**config.mk**
```make
export PLATFORM = sky130hd
export DESIGN_NAME = from_serial
export DESIGN_NICKNAME = d
export VERILOG_FILES = /design/src/rtl/from_serial.sv
export SDC_FILE = /design/constraint.sdc
export NUM_CORES = 2
export LEC_CHECK = 0
export ABC_AREA = 1
export BUFFER_PORTS_ARGS = -buffer_cell sky130_fd_sc_hd__buf_4
export CAP_MARGIN = 20
export CORE_AREA = 3 3 506 508
export DETAILED_ROUTE_END_ITERATION = 6
export DIE_AREA = 0 0 509 511
export GPL_ROUTABILITY_DRIVEN = 0
export PLACE_DENSITY = 0.55
export SETUP_SLACK_MARGIN = 0.4
export SYNTH_ARGS = -nofsm -noshare
export SYNTH_HDL_FRONTEND = slang
export SYNTH_SLANG_ARGS = --single-unit
export TNS_END_PERCENT = 30
```
**constraint.sdc**
```tcl
create_clock -name clk -period 3.1 [get_ports clk]
set_input_delay 0.31 -clock clk [delete_from_list [all_inputs] [get_ports clk]]
set_output_delay 0.31 -clock clk [all_outputs]
set_load 0.005 [all_outputs]
```
**src/rtl/from_serial.sv**
```systemverilog
// from_serial: reassembles BW_IN-bit digit-serial chunks into BW_OUT-bit words, all channels in lockstep.
// Latency: 1 cycle from the final chunk of a word to the vld_out pulse.
// Backpressure: none; downstream must take every vld_out pulse, and vld_in is always accepted.
//
// Ports:
//   clk      rising-edge clock
//   rst      asynchronous active-low reset
//   vld_in   data_in carries a chunk this cycle
//   sync_in  (with vld_in) chunk is chunk 0 of a new word; discards any partial word
//   data_in  chunk for channel i at [i*BW_IN +: BW_IN]
//   vld_out  one-cycle pulse, data_out holds a freshly completed word
//   data_out word for channel i at [i*BW_OUT +: BW_OUT], held until the next completion
//   err_out  one-cycle pulse, a partial word was dropped because of sync_in
//
// BW_OUT must be an integer multiple of BW_IN.
module from_serial #(
  parameter int NO_CH     = 64,
  parameter int BW_IN     = 4,
  parameter int BW_OUT    = 16,
  parameter bit MSB_FIRST = 1'b0
) (
  input  logic                    clk,
  input  logic                    rst,
  input  logic                    vld_in,
  input  logic                    sync_in,
  input  logic [NO_CH*BW_IN-1:0]  data_in,
  output logic                    vld_out,
  output logic [NO_CH*BW_OUT-1:0] data_out,
  output logic                    err_out
);

  localparam int SER_CYC = BW_OUT / BW_IN;
  localparam int CW      = (SER_CYC > 1) ? $clog2(SER_CYC) : 1;
  localparam logic [CW-1:0] LAST = CW'(SER_CYC - 1);

  // Chunk counter: index of the chunk expected next.
  logic [CW-1:0] cnt_q, cnt_d;

  // Accumulator. Never cleared between words: every position is rewritten
  // before the word can complete, so stale bits never leak out.
  logic [NO_CH*BW_OUT-1:0] acc_q, acc_d;

  logic [NO_CH*BW_OUT-1:0] data_out_q, data_out_d;
  logic                    vld_out_q, vld_out_d;
  logic                    err_out_q, err_out_d;

  logic [CW-1:0] k;     // effective chunk index of the incoming chunk
  logic [CW-1:0] pos;   // chunk slot inside the word that receives it
  logic          done;  // incoming chunk completes a word

  always_comb begin
    // sync_in forces the chunk to be chunk 0 regardless of where we were.
    k    = sync_in ? '0 : cnt_q;
    pos  = MSB_FIRST ? (LAST - k) : k;
    done = vld_in && (k == LAST);
  end

  // Merge the incoming chunk into the accumulator. acc_d is also what gets
  // captured into data_out on completion, so the final chunk is included
  // without waiting for acc_q to update.
  always_comb begin
    acc_d = acc_q;
    if (vld_in) begin
      for (int ch = 0; ch < NO_CH; ch++) begin
        for (int s = 0; s < SER_CYC; s++) begin
          if (pos == CW'(s)) begin
            acc_d[ch*BW_OUT + s*BW_IN +: BW_IN] = data_in[ch*BW_IN +: BW_IN];
          end
        end
      end
    end
  end

  always_comb begin
    cnt_d = cnt_q;
    if (vld_in) begin
      cnt_d = (k == LAST) ? '0 : (k + CW'(1));
    end
  end

  always_comb begin
    data_out_d = done ? acc_d : data_out_q;
    vld_out_d  = done;
    // A sync while mid-word drops the partial word. With SER_CYC==1 the
    // counter is stuck at 0, so this can never fire.
    err_out_d  = vld_in && sync_in && (cnt_q != '0);
  end

  always_ff @(posedge clk or negedge rst) begin
    if (!rst) begin
      cnt_q      <= '0;
      acc_q      <= '0;
      data_out_q <= '0;
      vld_out_q  <= 1'b0;
      err_out_q  <= 1'b0;
    end else begin
      cnt_q      <= cnt_d;
      acc_q      <= acc_d;
      data_out_q <= data_out_d;
      vld_out_q  <= vld_out_d;
      err_out_q  <= err_out_d;
    end
  end

  assign vld_out  = vld_out_q;
  assign data_out = data_out_q;
  assign err_out  = err_out_q;

endmodule

```
==> impl.org <==
** Status
- The run finished with clean final reports.

** Worst setup path
- Worst EP arrival :: 3190 ps
- The worst register-to-register path has a depth of 9.
- STA puts the critical path data required time at 3850 ps.
- Worst-case register-to-register setup slack :: ~670 ps
- STA classifies the critical path startpoint as a flip-flop.
- The worst register-to-register path begins at cnt_q[1].
- Of all nets on the critical path, the largest fanout is between 70 and 80.
- The worst setup path is captured at a flip-flop.
- The critical path is of the reg2reg type.
- End of the worst register-to-register path :: data_out[693]

** Routing
- Using the TritonRoute via totals, the vias-per-cell ratio works out to 4.79.
- Remaining routing DRC violations :: 0
- Routed wire length :: 319000 um
- Post-DRT Antenna Nets :: 0
- After detailed routing, the average wire length per cell comes to 21.6 um.
- Drt first-iter violations :: 6174
- Vias post-DR :: 70600
- Number of iterations in the first detailed-routing pass :: 6

** STA
- Max Clock Skew :: between 50 and 60 ps
- Setup-failing EPs final :: 0
- Slew at the pin closest to its max-slew limit :: 1150 ps
- Min Clock Period, post-route :: ~2400 ps
- Highest Clock Rate :: 411 MHz
- The count of pins over their slew limit was 0.
- Once routing completed, OpenROAD measured the worst setup slack at 667 ps.
- The worst pin sits at a relative slew slack of 23.4%.
- The total count of hold-check failures in the final report was 0.
- Total negative slack for setup checks :: 0 ps
- Setup repair after global routing left no endpoint under its margin.
- Period Utilization, post-route :: 78.5%

** CTS
- Counting every sink on the clock net gives 1989.
- Worst-path clk slew :: 60 ps
- In this run, post-CTS repair resized a total of 0 instances.
- TritonCTS built the clock tree.
- The number of setup buffers added after CTS is 0.
- Clock latency on the worst-skew pair, taken at its later pin, is just under 900 ps.
- Htree depth :: 4
- No sink is reached through more buffers than the 3 on the longest clock path.
- The number of clock buffers added by TritonCTS is about 220.
- For this design, the CTS-stage hold fixing added 256 buffers.
- Root buffer cell :: sky130_fd_sc_hd__clkbuf_16

** Global route
- Final global-route overflow total :: 0
- The number of global-route vias before repair was 70400.
- Antenna violations before repair :: 14
- The first global-routing pass estimated 473000 um of wire.
- GRT Overall Usage :: 24.1%
- Maximum number of pins on one net before global-route repair :: 171

** Finish
- In the final layout, the share of cells above drive strength 1 is between 10% and 20%.
- Number of nets in the final layout :: 11500
- Area growth from synthesis to layout :: 28.8%

** Floorplan
- Die outline area :: approximately 0.26 mm2
- Row generation in the floorplan step produced roughly 180 rows.
- Core region area :: 0.252 mm2
- The initial utilization of the core area, before any placement, comes to 33.5%.
- Number of I/O pins :: 1286
- Die X :: about 510 um
- In this run the vertical extent of the chip is between 500 and 600 um.

** Worst hold path
- Min-delay worst type :: in2reg
- For hold timing, the worst endpoint is data_out[60].
- Hold path startpoint :: data_in[12]
- Counting instances, the worst hold path has a depth of 5.

** Synthesis
- Post-synthesis instance total :: 9733
- The synthesized netlist occupies a cell area of ~0.084 mm2.
- Fraction of synthesized cell area taken by the top area cell type :: between 50% and 60%
- For this run, the register share of the synthesized area comes to between 50% and 60%.
- Count of synthesis-stage warnings from yosys :: 0
- Flip-flop and latch count after synthesis :: 1989
- Cell type with the largest total area after synthesis :: sky130_fd_sc_hd__dfrtp_1
- After synthesis, the netlist uses 16 different library cells.
- Synthesis produced a netlist with a net count of between 10000 and 15000.
- Yosys attributes the largest share of cell area to sky130_fd_sc_hd__dfrtp_1 59%, sky130_fd_sc_hd__nand2_1 14%, sky130_fd_sc_hd__nand3_1 11%.
- A synthesized cell averages 8.66 um2.

** Placed design
- HPWL after detailed placement :: 215000 um
- OpenSTA, run right after detailed placement, puts the worst setup slack at 595 ps.
- Count of buffers inserted at the top-level ports :: 1285

** Power and ir drop
- Power spread over the standard cell area amounts to 906 mW/mm2.
- The analysis attributes to cell leakage a power of 0.0572 uW.
- Worst voltage drop across the vdd grid :: 0.533 mV

** Job
- Number of max-cap violations :: 0
## area by class of cell
cell class                 instances  area (um2)
clock buffer                     330        6390
timing repair buffer            1791       15400
inverter                        1222        4590
clock inverter                    63         781
fill                           24700      143000
antenna                           10        25.0
multi-input combinational       5979       27500
tap                             3348        4190
sequential                      1989       49800
## flip-flops by register name, indices dropped and copies added, names as in the netlist
| register | cells |
|---|---|
| vld_out | 1 |
| acc_q | 961 |
| data_out | 1024 |
| cnt_q | 2 |
| err_out | 1 |
## Yosys cell counts
| library cell | n |
|---|---|
| sky130_fd_sc_hd__nand2_1 | 3078 |
| sky130_fd_sc_hd__dfrtp_1 | 1989 |
| sky130_fd_sc_hd__nand3_1 | 1922 |
| sky130_fd_sc_hd__inv_1 | 1221 |
| sky130_fd_sc_hd__and2_1 | 961 |
| sky130_fd_sc_hd__buf_2 | 280 |
| sky130_fd_sc_hd__clkbuf_1 | 148 |
| sky130_fd_sc_hd__buf_4 | 59 |
| sky130_fd_sc_hd__buf_1 | 53 |
| sky130_fd_sc_hd__ha_1 | 8 |
| sky130_fd_sc_hd__nand2_2 | 4 |
| sky130_fd_sc_hd__buf_6 | 3 |
| sky130_fd_sc_hd__nor2_1 | 3 |
| sky130_fd_sc_hd__a21oi_1 | 2 |
| sky130_fd_sc_hd__inv_2 | 1 |
| sky130_fd_sc_hd__o21ai_0 | 1 |
## metrics by stage
step                total power, uW  utilization, %  std cells  hold WS, ps  instance area (um2)
floorplan                     53000               -       9733         14.4                84300
global route                 104000            43.2      14700         32.4               109000
global placement              71800            39.3      14100          376                98800
CTS                           99400            43.1      14700         24.1               109000
detailed placement            72400            39.3      14100          383                98800
finish                        98400            43.2      14700         42.0               109000
## layout by cell type, fill, tap and decap left out
cell type and count:
sky130_fd_sc_hd__nor2_1 3, sky130_fd_sc_hd__a21oi_1 2, sky130_fd_sc_hd__inv_16 1, sky130_fd_sc_hd__inv_1 1221, sky130_fd_sc_hd__buf_8 1, sky130_fd_sc_hd__nand2_4 7, sky130_fd_sc_hd__ha_4 7, sky130_fd_sc_hd__clkbuf_16 216
sky130_fd_sc_hd__clkinv_2 29, sky130_fd_sc_hd__diode_2 10, sky130_fd_sc_hd__clkinvlp_4 7, sky130_fd_sc_hd__nand2_1 3074, sky130_fd_sc_hd__bufinv_16 9, sky130_fd_sc_hd__o21ai_0 1, sky130_fd_sc_hd__clkinv_8 5, sky130_fd_sc_hd__buf_4 1433
sky130_fd_sc_hd__dfrtp_1 1989, sky130_fd_sc_hd__and2_1 961, sky130_fd_sc_hd__ha_1 1, sky130_fd_sc_hd__buf_12 100, sky130_fd_sc_hd__dlygate4sd3_1 256, sky130_fd_sc_hd__nand3_1 1922, sky130_fd_sc_hd__inv_6 5, sky130_fd_sc_hd__clkinv_16 5
sky130_fd_sc_hd__clkbuf_8 56, sky130_fd_sc_hd__buf_16 1, sky130_fd_sc_hd__clkbuf_1 58, sky130_fd_sc_hd__clkinv_4 2, sky130_fd_sc_hd__nand2_8 1, sky130_fd_sc_hd__inv_8 1
## metal layers
layer	wire, um	track usage (%)	up-vias
li1	-	-	32800
met1	135000	31.9	34800
met2	146000	37.8	2558
met3	23600	5.25	493
met4	14400	10.4	2
met5	15	0	-
## how the worst max path moves through the flow
stage	to	cells after the start	start
2_1_floorplan	acc_q[1012]	7	cnt_q[0]
3_3_place_gp	data_out[937]	10	sync_in
3_5_place_dp	data_out[941]	10	sync_in
4_1_cts	data_out[996]	10	cnt_q[1]
5_1_grt	data_out[1004]	10	cnt_q[1]
6_report	data_out[693]	9	cnt_q[1]
## cell families after synthesis
group | count (synthesis) | synth area share, %
buffers and inverters | 1765 | 8.56
AOI/OAI and AO/OA | 3 | 0.0178
adders and majority gates | 8 | 0.119
DFF | 1989 | 59.0
and+or+nand+nor | 5968 | 32.3
## critical path, cell delays in order (launching register included)
cell	delay, ps
sky130_fd_sc_hd__dfrtp_1	360
sky130_fd_sc_hd__inv_1	80
sky130_fd_sc_hd__nor2_1	40
sky130_fd_sc_hd__buf_4	160
sky130_fd_sc_hd__ha_1	290
sky130_fd_sc_hd__nand2_8	250
sky130_fd_sc_hd__buf_12	360
sky130_fd_sc_hd__buf_4	500
sky130_fd_sc_hd__nand2_1	110
sky130_fd_sc_hd__nand2_1	90
## power by group
part / switching, uW / internal (uW) / leakage, uW
clock network: 11200 / 15000 / 0.00351
logic: 15200 / 14400 / 0.0308
registers: 6760 / 36000 / 0.0229
total: 33100 / 65300 / 0.0572
Power figures use the tool's default switching activity.
